[src/rtl/cam_match_resolver.sv]
// cam_match_resolver: accepts one CAM search key per request, broadcasts it to
// all rows for a single SEARCH cycle, captures the valid-gated match vector and
// reports every matching row index lowest-first (or one miss beat) over a
// valid/ready result channel.
// Optional build macro CAM_MATCH_COUNT_EN adds match_count_o, the population
// count of the captured vector, held constant for all beats of a search.
module cam_match_resolver #(
  parameter int WIDTH = 32,
  parameter int DEPTH = 32,
  parameter int IDX_W = $clog2(DEPTH)
) (
  input  logic             clk,
  input  logic             reset,
  input  logic             req_valid_i,
  output logic             req_ready_o,
  input  logic [WIDTH-1:0] req_key_i,
  output logic             search_enable_o,
  output logic [WIDTH-1:0] search_data_o,
  input  logic [DEPTH-1:0] match_i,
  input  logic [DEPTH-1:0] row_valid_i,
  output logic             res_valid_o,
  input  logic             res_ready_i,
  output logic             res_hit_o,
  output logic [IDX_W-1:0] res_index_o,
  output logic             res_last_o
`ifdef CAM_MATCH_COUNT_EN
  ,
  output logic [IDX_W:0]   match_count_o
`endif
);

  typedef enum logic [1:0] {
    IDLE   = 2'd0,
    SEARCH = 2'd1,
    REPORT = 2'd2
  } state_t;

  state_t           state;
  logic [DEPTH-1:0] pending;
  logic [WIDTH-1:0] key;
  logic [DEPTH-1:0] captured;
  logic [DEPTH-1:0] remaining;

  // Index of the lowest set bit; 0 when the vector is empty.
  function automatic logic [IDX_W-1:0] lowest_idx(input logic [DEPTH-1:0] v);
    logic [IDX_W-1:0] idx;
    idx = '0;
    for (int i = DEPTH - 1; i >= 0; i--) begin
      if (v[i]) begin
        idx = IDX_W'(i);
      end
    end
    return idx;
  endfunction

  // Number of set bits; IDX_W+1 bits hold the all-ones case.
  function automatic logic [IDX_W:0] pop_count(input logic [DEPTH-1:0] v);
    logic [IDX_W:0] cnt;
    cnt = '0;
    for (int i = 0; i < DEPTH; i++) begin
      cnt = cnt + {{IDX_W{1'b0}}, v[i]};
    end
    return cnt;
  endfunction

  // True when exactly one bit is set.
  function automatic logic is_single(input logic [DEPTH-1:0] v);
    return (pop_count(v) == (IDX_W + 1)'(1));
  endfunction

  // Single-bit mask selecting row idx.
  function automatic logic [DEPTH-1:0] bit_mask(input logic [IDX_W-1:0] idx);
    return {{(DEPTH - 1){1'b0}}, 1'b1} << idx;
  endfunction

  // Rows are only trusted when their valid bit is set; the currently reported
  // index is always the lowest pending bit, so clearing it yields the rest.
  assign captured      = match_i & row_valid_i;
  assign remaining     = pending & ~bit_mask(res_index_o);
  assign search_data_o = key;

  // Control FSM with all handshake and result outputs held in registers.
  always_ff @(posedge clk) begin
    if (reset) begin
      state           <= IDLE;
      pending         <= '0;
      key             <= '0;
      req_ready_o     <= 1'b1;
      search_enable_o <= 1'b0;
      res_valid_o     <= 1'b0;
      res_hit_o       <= 1'b0;
      res_index_o     <= '0;
      res_last_o      <= 1'b0;
`ifdef CAM_MATCH_COUNT_EN
      match_count_o   <= '0;
`endif
    end else begin
      case (state)
        IDLE: begin
          if (req_valid_i && req_ready_o) begin
            key             <= req_key_i;
            req_ready_o     <= 1'b0;
            search_enable_o <= 1'b1;
            state           <= SEARCH;
          end
        end
        SEARCH: begin
          // Rows answer combinationally, so the vector is valid this cycle.
          search_enable_o <= 1'b0;
          pending         <= captured;
          res_valid_o     <= 1'b1;
          res_hit_o       <= |captured;
          res_index_o     <= lowest_idx(captured);
          res_last_o      <= (captured == '0) || is_single(captured);
`ifdef CAM_MATCH_COUNT_EN
          match_count_o   <= pop_count(captured);
`endif
          state           <= REPORT;
        end
        REPORT: begin
          if (res_valid_o && res_ready_i) begin
            if (res_last_o) begin
              pending     <= '0;
              res_valid_o <= 1'b0;
              res_hit_o   <= 1'b0;
              res_index_o <= '0;
              res_last_o  <= 1'b0;
              req_ready_o <= 1'b1;
              state       <= IDLE;
            end else begin
              pending     <= remaining;
              res_index_o <= lowest_idx(remaining);
              res_last_o  <= is_single(remaining);
            end
          end
        end
        default: begin
          state           <= IDLE;
          pending         <= '0;
          req_ready_o     <= 1'b1;
          search_enable_o <= 1'b0;
          res_valid_o     <= 1'b0;
          res_hit_o       <= 1'b0;
          res_index_o     <= '0;
          res_last_o      <= 1'b0;
        end
      endcase
    end
  end

endmodule

[config.mk]
export PLATFORM = sky130hd
export DESIGN_NAME = cam_match_resolver
export DESIGN_NICKNAME = d
export VERILOG_FILES = /design/src/rtl/cam_match_resolver.sv
export SDC_FILE = /design/constraint.sdc
export NUM_CORES = 1
export LEC_CHECK = 0
export CORE_ASPECT_RATIO = 0.8
export CORE_MARGIN = 4
export CORE_UTILIZATION = 50
export CTS_CLUSTER_SIZE = 40
export DETAILED_ROUTE_END_ITERATION = 10
export PLACE_DENSITY = 0.87
export SLEW_MARGIN = 5
export SYNTH_ARGS = -nofsm -noshare
export SYNTH_HDL_FRONTEND = slang
export SYNTH_SLANG_ARGS = --single-unit
[constraint.sdc]
create_clock -name clk -period 6.9 [get_ports clk]
set_input_delay 1.38 -clock clk [delete_from_list [all_inputs] [get_ports clk]]
set_output_delay 1.38 -clock clk [all_outputs]
set_load 0.02 [all_outputs]
---- After elaboration in Yosys (flattened, before gate mapping) ----
Index checks and enable logic that the tools add are counted.
Widths: inputs -> output; s select.
word-level totals
  register bits ........................... 76
  bits of input ports ..................... 100
  output and inout bits ................... 42
  word-level logic and storage cells ...... 184
cells by class
  add/sub/neg operators ................... 62
  eq/ne operators ......................... 7
  shifts and indexed selects .............. 1
  muxes and demuxes ....................... 87
  bitwise gates (word level) .............. 6
  reductions and logical operators ........ 12
operator list
  cell                  count
  $mux 5                66
  $add 6x1->6           52
  $pmux 32 s3           1
  $and 32x32->32        2
  $mux 32               2
  $logic_not 32->1      1
  $not 32->32           1
  $reduce_or 32->1      1
  $shl 1x5->32 const A  1
  $pmux 5 s3            1
  $add 5x1->6           2
  $eq 6x1->1 const B    2
  $pmux 1 s3            4
  $add 4x1->5           2
  $add 3x1->4           2
  $mux 1                8
  $add 2x1->3           2
  $mux 2                3
  $ne 2x2->1 const B    3
  $pmux 2 s3            1
  $reduce_and 2->1      3
  $reduce_and 3->1      2
  $add 1x1->2           2
  $reduce_and 4->1      1
  7 further kinds       10

---- Logic depth before layout (Yosys ltp) ----
Gate-level depths: netlist of run 1.
  depth after elaboration ................. 38
  gate-level depth with buffers ........... 21
  mapped depth without buffers ............ 21

---- Worst setup path before layout of run 1 ----
No wires, ideal clock.
  path kind ............................... in2reg
  start point ............................. input port match_i[17]
  end point ............................... register res_last_o
  setup time .............................. 0.070 ns
  data arrival time ....................... 6.250 ns
  data required time ...................... 6.830 ns
  path slack .............................. 0.579 ns
  stages on the path ...................... 20
  buffers on the path ..................... 0
  cells stage by stage .................... and2_1 fa_1 fa_1 inv_1 fa_1 inv_1 fa_1 fa_1 inv_1 fa_1 inv_1 ha_1 inv_1 fa_1 a2111oi_0 a21oi_1 nor4_1 o21a_1 o21ai_0 a21oi_1
between the ends
  longest elaborated chain between the ends .. 19
  elaborated cells on any way between the ends .. 20
  those cells by class .................... add/sub (15); eq/ne (1); mux (1); bitwise (1); reduce/logical (2)
ends and longest elaborated chain
  what                        line  text
  from (decl)                 19    input logic [DEPTH-1:0] match_i,
  $and 32x32->32 (*)          78    assign captured = match_i & row_valid_i;
  $add 6x1->6 (15 in series)  61    cnt = cnt + {{IDX_W{1'b0}}, v[i]};
  $eq 6x1->1                  68    return (pop_count(v) == (IDX_W + 1)'(1));
  $logic_or 1x1->1 (*)        114   res_last_o <= (captured == '0) || is_single(captured);
  $pmux 1 s3 (*)              98    case (state)
  to (signal assigned)        114
  to (signal assigned)        133   res_last_o <= is_single(remaining);
  to (decl)                   25    output logic res_last_o
Every way passes the cells marked *; elsewhere a longest branch is shown, timed or not.
A chain may end at the register's enable or synchronous reset.

---- Worst setup path after layout of run 1 ----
  start point ............................. input port match_i[11]
  end point ............................... register res_last_o
between the ends
  longest elaborated chain between the ends .. 25
  elaborated cells on any way between the ends .. 26
  those cells by class .................... add/sub (21); eq/ne (1); mux (1); bitwise (1); reduce/logical (2)
ends and longest elaborated chain
  what                        line
  $and 32x32->32 (*)          78
  $add 6x1->6 (21 in series)  61
  $eq 6x1->1                  68
  $logic_or 1x1->1 (*)        114
  $pmux 1 s3 (*)              98
Marks and branches as above.

==> flow_summary.ini, run 1 <==
[status]
status = finished clean

[worst_hold_path]
min-delay-start = search_data_o[17]$_SDFFE_PP0P_
hold_class = reg2reg
hold_end = search_data_o[17]$_SDFFE_PP0P_
hold_depth = 2

[final_layout]
syn_to_final_growth_pct = 33.67
final_area_um2 = 7799
drive_gt1_share_pct = 8.532
antenna_cells = 0
nNetsFinal = 1040

[timing]
slew_violations = 0
fin_crit_sh_pct = 96.59
setup_viol = 0
slew_headroom_pct = 21.74
finalCriticalPeriod_ps = 6664
setup_tns_ps = 0
fmax_mhz = 150.1
finalClockSkew_ps = 8.479
hold_ws_ps = 451.9
hold_viol = 0
worst_slew_pin_slew_ps = 1174

[power_and_ir_drop]
p_leak_nw = 3.182
p_sw_share_pct = 42.58
p_int_mw = 1.220
pwr-share-seq_pct = 24.6
p_clk_share_pct = 22.2
totalPowerFinal_mw = 2.125
power.switching_uw = 904.8
ir_drop_v = 0.0001830
pwr-share-comb_pct = 53.2
power_density_nw_per_um2 = 272.5

[worst_setup_path]
endpoint_kind = flip-flop
cp-start-kind = primary input
worst-path-buf-inv = 6
startpoint = match_i[11]
reg2reg_from = res_index_o[1]$_SDFFE_PP0P_
worst-r2r-cell-count = 19
slowest_stage = fa_1
crit_chain = clkdlybuf4s50_1 -> and2_4 -> fa_1 -> inv_1 -> fa_1 -> inv_1 -> fa_1 -> fa_1 -> fa_1 -> inv_1 -> fa_1 -> inv_1 -> ha_2 -> inv_1 -> fa_2 -> a2111oi_4 -> a21oi_1 -> nor4_1 -> o21a_1 -> o21ai_0 -> a21oi_1
cpLargestDelayFamily = adder cells
r2r_slack_ps = 350
crit_fanout = 2
r2r-end = res_last_o$_SDFFE_PP0P_
worst_ep_required_time_ps = 7170
arrival_ps = 6930
critPathKind = in2reg
slowest_delay_ps = 570
path_common_cell = fa_1

[global_route]
grt_pass1_wl_mm = 30.78
antenna_found_initial = 0
grt_pass1_vias = 5838
gr-usage-all-layers_pct = 28.72
grt_max_degree = 78
overflow = 0

[synth]
ys_ff_latch = 76
ys.flop_type = dfxtp_1
yosysTopAreaCellShare_pct = 26.08
synth_top_area_cell = dfxtp_1
synthTopCellsByArea = dfxtp_1, fa_1, nand2_1
synth-warning-count = 0
avgSynthCellArea_um2 = 7.949
yosysUniqueCellTypes = 67
synth-seq-area-share_pct = 26.08
synth_async_sr_flop_share_pct = 0
synthCells = 734
netlist_area_um2 = 5834
synth_edf_count = 0
syn_nets = 900

[floorplanning]
num_rows = 34
core_area_um2 = 11150
initial_core_util_pct = 52.35
die-width_um = 128.8
die_area_um2 = 13470
die_h_um = 104.6
pin_count = 142

[clock_tree]
htreeDepth = 3
cts_hold_buf = 0
clk_pin_slew_ps = 60
insertion_delay_ps = 340
cts.sinks = 76
root_buffer = clkbuf_16
cts.path.max_buffers = 2
cts_buffers = 9
tritoncts = done

[routing]
drc = 0
wire_per_inst_um = 18.87
vias_per_cell = 5.909
dr.pass1.iters = 5
antenna_left = 0
routed_wl_mm = 19.31
dr.first_iter.drc_count = 747
vias = 6045

[placed_design]
io_buffers = 141
dpl-instance-area_um2 = 7461
gp_congestion = 0.9467
dp_hpwl_mm = 14.96

[run]
drv_cap = 0
==> worst max-delay path by stage <==
stage / end / slack, ps / depth (start not counted)
2_1_floorplan: res_last_o$_SDFFE_PP0P_ / 580 / 20
3_3_place_gp: res_last_o$_SDFFE_PP0P_ / -8 / 21
3_5_place_dp: res_last_o$_SDFFE_PP0P_ / -220 / 21
4_1_cts: res_last_o$_SDFFE_PP0P_ / 120 / 21
5_1_grt: res_last_o$_SDFFE_PP0P_ / -90 / 21
6_report: res_last_o$_SDFFE_PP0P_ / 240 / 21
==> flip-flops by register name, summed over array words and instances (netlist names) <==
register,flops
pending,32
search_data_o,32
res_index_o,5
state,2
req_ready_o,1
res_hit_o,1
res_last_o,1
res_valid_o,1
search_enable_o,1
==> Yosys cell counts, drive strengths merged (2+ instances only) <==
cell type    n
o211ai       3
a211oi       9
inv         83
nor4         5
and2        10
a21boi       2
a21oi       53
or2          3
nand2      115
a22oi       41
nand3       21
fa          48
a211o        3
nor2b        2
o2bb2ai      7
o2111ai      6
nor3         6
nand2b       4
o21ai       50
a31oi        5
o21a         9
a21o         3
ha          18
a22o        15
a221oi       2
nand4        8
nand3b       5
o31ai        2
a2111oi      2
buf          5
dfxtp       76
and3         2
or3b         3
nor2        58
clkbuf      34
==> placed cells by master, fill, tap and decap left out, types with 8 or more instances in the layout <==
master / count
inv_1: 81
a22oi_1: 41
dfxtp_1: 76
a21oi_1: 53
a22o_1: 14
nor2_1: 57
fa_1: 47
o21ai_0: 37
o21ai_1: 9
clkbuf_16: 9
nand3_1: 21
clkdlybuf4s50_1: 140
nand4_1: 8
o21a_1: 9
ha_1: 17
nand2_1: 114
buf_4: 27
==> stage by stage <==
step	utilization, %	setup WS, ps	cells
after detailed placement	66.94	-220.0	1006
after floorplan	-	579.4	734
after global placement	66.94	-7.700	1006
final	69.97	235.6	1023
after CTS	69.58	124.5	1022
after global routing	69.97	-86.78	1023
==> power groups by stage <==
stage          logic (mW)  clock network [mW]  registers, mW
3_5_place_dp         1.04                   0          0.533
2_1_floorplan       0.620                   0          0.582
6_report             1.13               0.471          0.524
5_1_grt              1.25               0.493          0.530
4_1_cts              1.05               0.475          0.523
3_3_place_gp         1.02                   0          0.530
==> what timing repair did <==
item / CTS / global route
setup endpoints to repair: 0 / 1
resized for setup: 0 / 11
buffers inserted: 0 / 1
==> cell type report <==
class,count,area (um2)
Inverter,83,311.5
Multi-Input combinational cell,536,3882
Tap cell,144,180.2
Fill cell,923,3347
Sequential cell,76,1521
Clock inverter,6,65.06
Clock buffer,10,229.0
Timing Repair Buffer,168,1609
==> cells by family after synthesis <==
family	count (synthesis)	share of synthesized area [%]
AO/OA/AOI/OAI	221	25.63
adder cells (fa/ha/maj)	66	20.33
buffers and inverters	122	8.213
flip-flops	76	26.08
multiplexers	1	0.1930
AND/OR/NAND/NOR	248	19.56
==> worst reg2reg max path: stages (launching register included) <==
cell and delay (ps):
dfxtp_1 600, nand3b_1 300, o21ai_0 510, inv_1 160
fa_1 520, inv_1 60, fa_1 510, fa_1 520
fa_1 640, fa_1 490, fa_1 490, inv_1 70
ha_1 160, inv_1 60, fa_1 470, nor4bb_1 270
o2111ai_1 160, a21oi_1 230, o21ai_0 110, a21oi_1 160
==> layer usage <==
layer,track usage [%],routed length (um)
met5,0,0
met3,7.853,2052
met2,42.16,8585
met1,41.58,8247
met4,8.021,422
Note: power is estimated with default switching activity, not from simulation.
==> run 2: changes to the inputs <==
PLACE_DENSITY = default   (was 0.87)
PLACE_DENSITY_LB_ADDON = 0.25   (was default)
==> flow_summary.ini, run 2 (synthesized netlist as in run 1, its figures left out) <==
[timing]
hold_viol = 0
worst_slew_pin_slew_ps = 1173
slew_headroom_pct = 21.61
setup_slack_ps = 233.8
finalCriticalPeriod_ps = 6666
fmax_mhz = 150.0
slew_violations = 0
setup_viol = 0
fin_crit_sh_pct = 96.61
finalClockSkew_ps = 5.847

[routing]
antenna_left = 0
routed_wl_mm = 20.04
vias = 6157
drc = 0
wire_per_inst_um = 19.44
dr.first_iter.drc_count = 626
vias_per_cell = 5.972
dr.pass1.iters = 7

[global_route]
grt_pass1_wl_mm = 31.62
gr-usage-all-layers_pct = 29.36
grt_max_degree = 79
antenna_found_initial = 0
grt_pass1_vias = 5934
overflow = 0

[worst_setup_path]
crit_chain = clkdlybuf4s50_1 -> and2_4 -> fa_1 -> fa_1 -> inv_1 -> fa_1 -> inv_1 -> fa_1 -> fa_1 -> inv_1 -> fa_1 -> inv_1 -> ha_2 -> inv_1 -> fa_2 -> a2111oi_4 -> a21oi_1 -> nor4_1 -> o21a_1 -> o21ai_0 -> a21oi_1
crit_fanout = 2
slowest_stage = fa_1
endpoint_kind = flip-flop
slowest_delay_ps = 560
worst_ep_required_time_ps = 7160
critPathKind = in2reg
path_common_cell = fa_1
arrival_ps = 6930
cp-start-kind = primary input

[final_layout]
final_area_um2 = 7908
ff_latch_area_um2 = 1521
fill_cells = 907
final_cell_mix = clkdlybuf4s50_1, nand2_1, inv_1
syn_to_final_growth_pct = 35.53
nNetsFinal = 1048
layout_commonest_cell = clkdlybuf4s50_1
post-route-util_pct = 70.95
drive_gt1_share_pct = 9.019
multiInputGateArea_um2 = 3875
antenna_cells = 0

[clock_tree]
cts_hold_buf = 0
cts.path.max_buffers = 2
htreeDepth = 3
tritoncts = done
cts_buffers = 9
cts.sinks = 76
insertion_delay_ps = 330
clk_pin_slew_ps = 60
root_buffer = clkbuf_16

[placed_design]
dpl-instance-area_um2 = 7521
gp_congestion = 0.9801
dp_hpwl_mm = 15.59
io_buffers = 141
dp_slack_ps = -147.7

[floorplanning]
die_area_um2 = 13470
initial_core_util_pct = 52.35
pin_count = 142
die-width_um = 128.8
core_area_um2 = 11150
die_h_um = 104.6
num_rows = 34

[worst_hold_path]
hold_class = reg2reg

[power_and_ir_drop]
p_leak_nw = 3.244
power_density_nw_per_um2 = 280.1
ir_drop_v = 0.0003152

[run]
drv_cap = 0

[status]
status = finished clean
run 2: cell count changes in the layout (fill, tap and decap cells not counted), sizes merged:
cell,change
buf,+8
bufinv,+2
clkinv,-2
run 2: area by class of cell:
cell class,count,area share [%]
sequential,76,19.24
tap,144,2.278
multi-input combinational,536,49.00
clock inverter,6,1.408
inverter,83,3.940
clock buffer,10,3.022
timing repair buffer,176,21.11
run 2: path summary, 6_finish.rpt:
| check | from | endpoint | depth (start not counted) | slack [ps] |
|---|---|---|---|---|
| worst max-delay path | match_i[19] | res_last_o$_SDFFE_PP0P_ | 21 | 230 |
| worst min-delay path | search_data_o[18]$_SDFFE_PP0P_ | search_data_o[18]$_SDFFE_PP0P_ | 2 | 450 |
| worst min register to register | search_data_o[18]$_SDFFE_PP0P_ | search_data_o[18]$_SDFFE_PP0P_ | 2 | 450 |
| worst max register to register | res_index_o[0]$_SDFFE_PP0P_ | res_last_o$_SDFFE_PP0P_ | 19 | 440 |
run 2: metrics by stage:
stage,setup TNS [ps],cells,power (mW),hold slack (ps)
floorplan,0,734,1.202,451.0
global placement,-12.59,1014,1.536,441.6
detailed placement,-147.7,1014,1.577,446.7
CTS,0,1030,2.136,454.8
global route,-13.52,1031,2.350,470.5
finish,0,1031,2.215,454.3
run 2: per-layer routing:
metal	global-route usage [%]	up-vias	wire length (um)	share of wire, %
met3	7.751	37	1903	9.5
met1	41.95	2948	8605	43
met4	6.447	0	399	2.0
li1	-	2829	-	-
met5	0	-	0	0
met2	44.90	343	9132	46
run 2: repair_timing:
item                                    CTS  global route
endpoints found under the setup margin    0             1
buffers inserted                          0             1
hold endpoints to repair                  0             0
gates resized for setup                   0             7
run 2: critical path: cells and delay by family:
kind | cells | cell delay [ps]
adder cells (fa/ha/maj) | 8 | 3700
buffers and inverters | 6 | 730
AO/OA/AOI/OAI | 5 | 650
AND/OR/NAND/NOR | 2 | 460
run 2: where the power goes:
part | leakage, nW | switching (mW) | total, mW | internal, mW
logic | 2.46 | 0.688 | 1.14 | 0.448
clock network | 0.169 | 0.191 | 0.554 | 0.363
registers | 0.617 | 0.0320 | 0.525 | 0.493
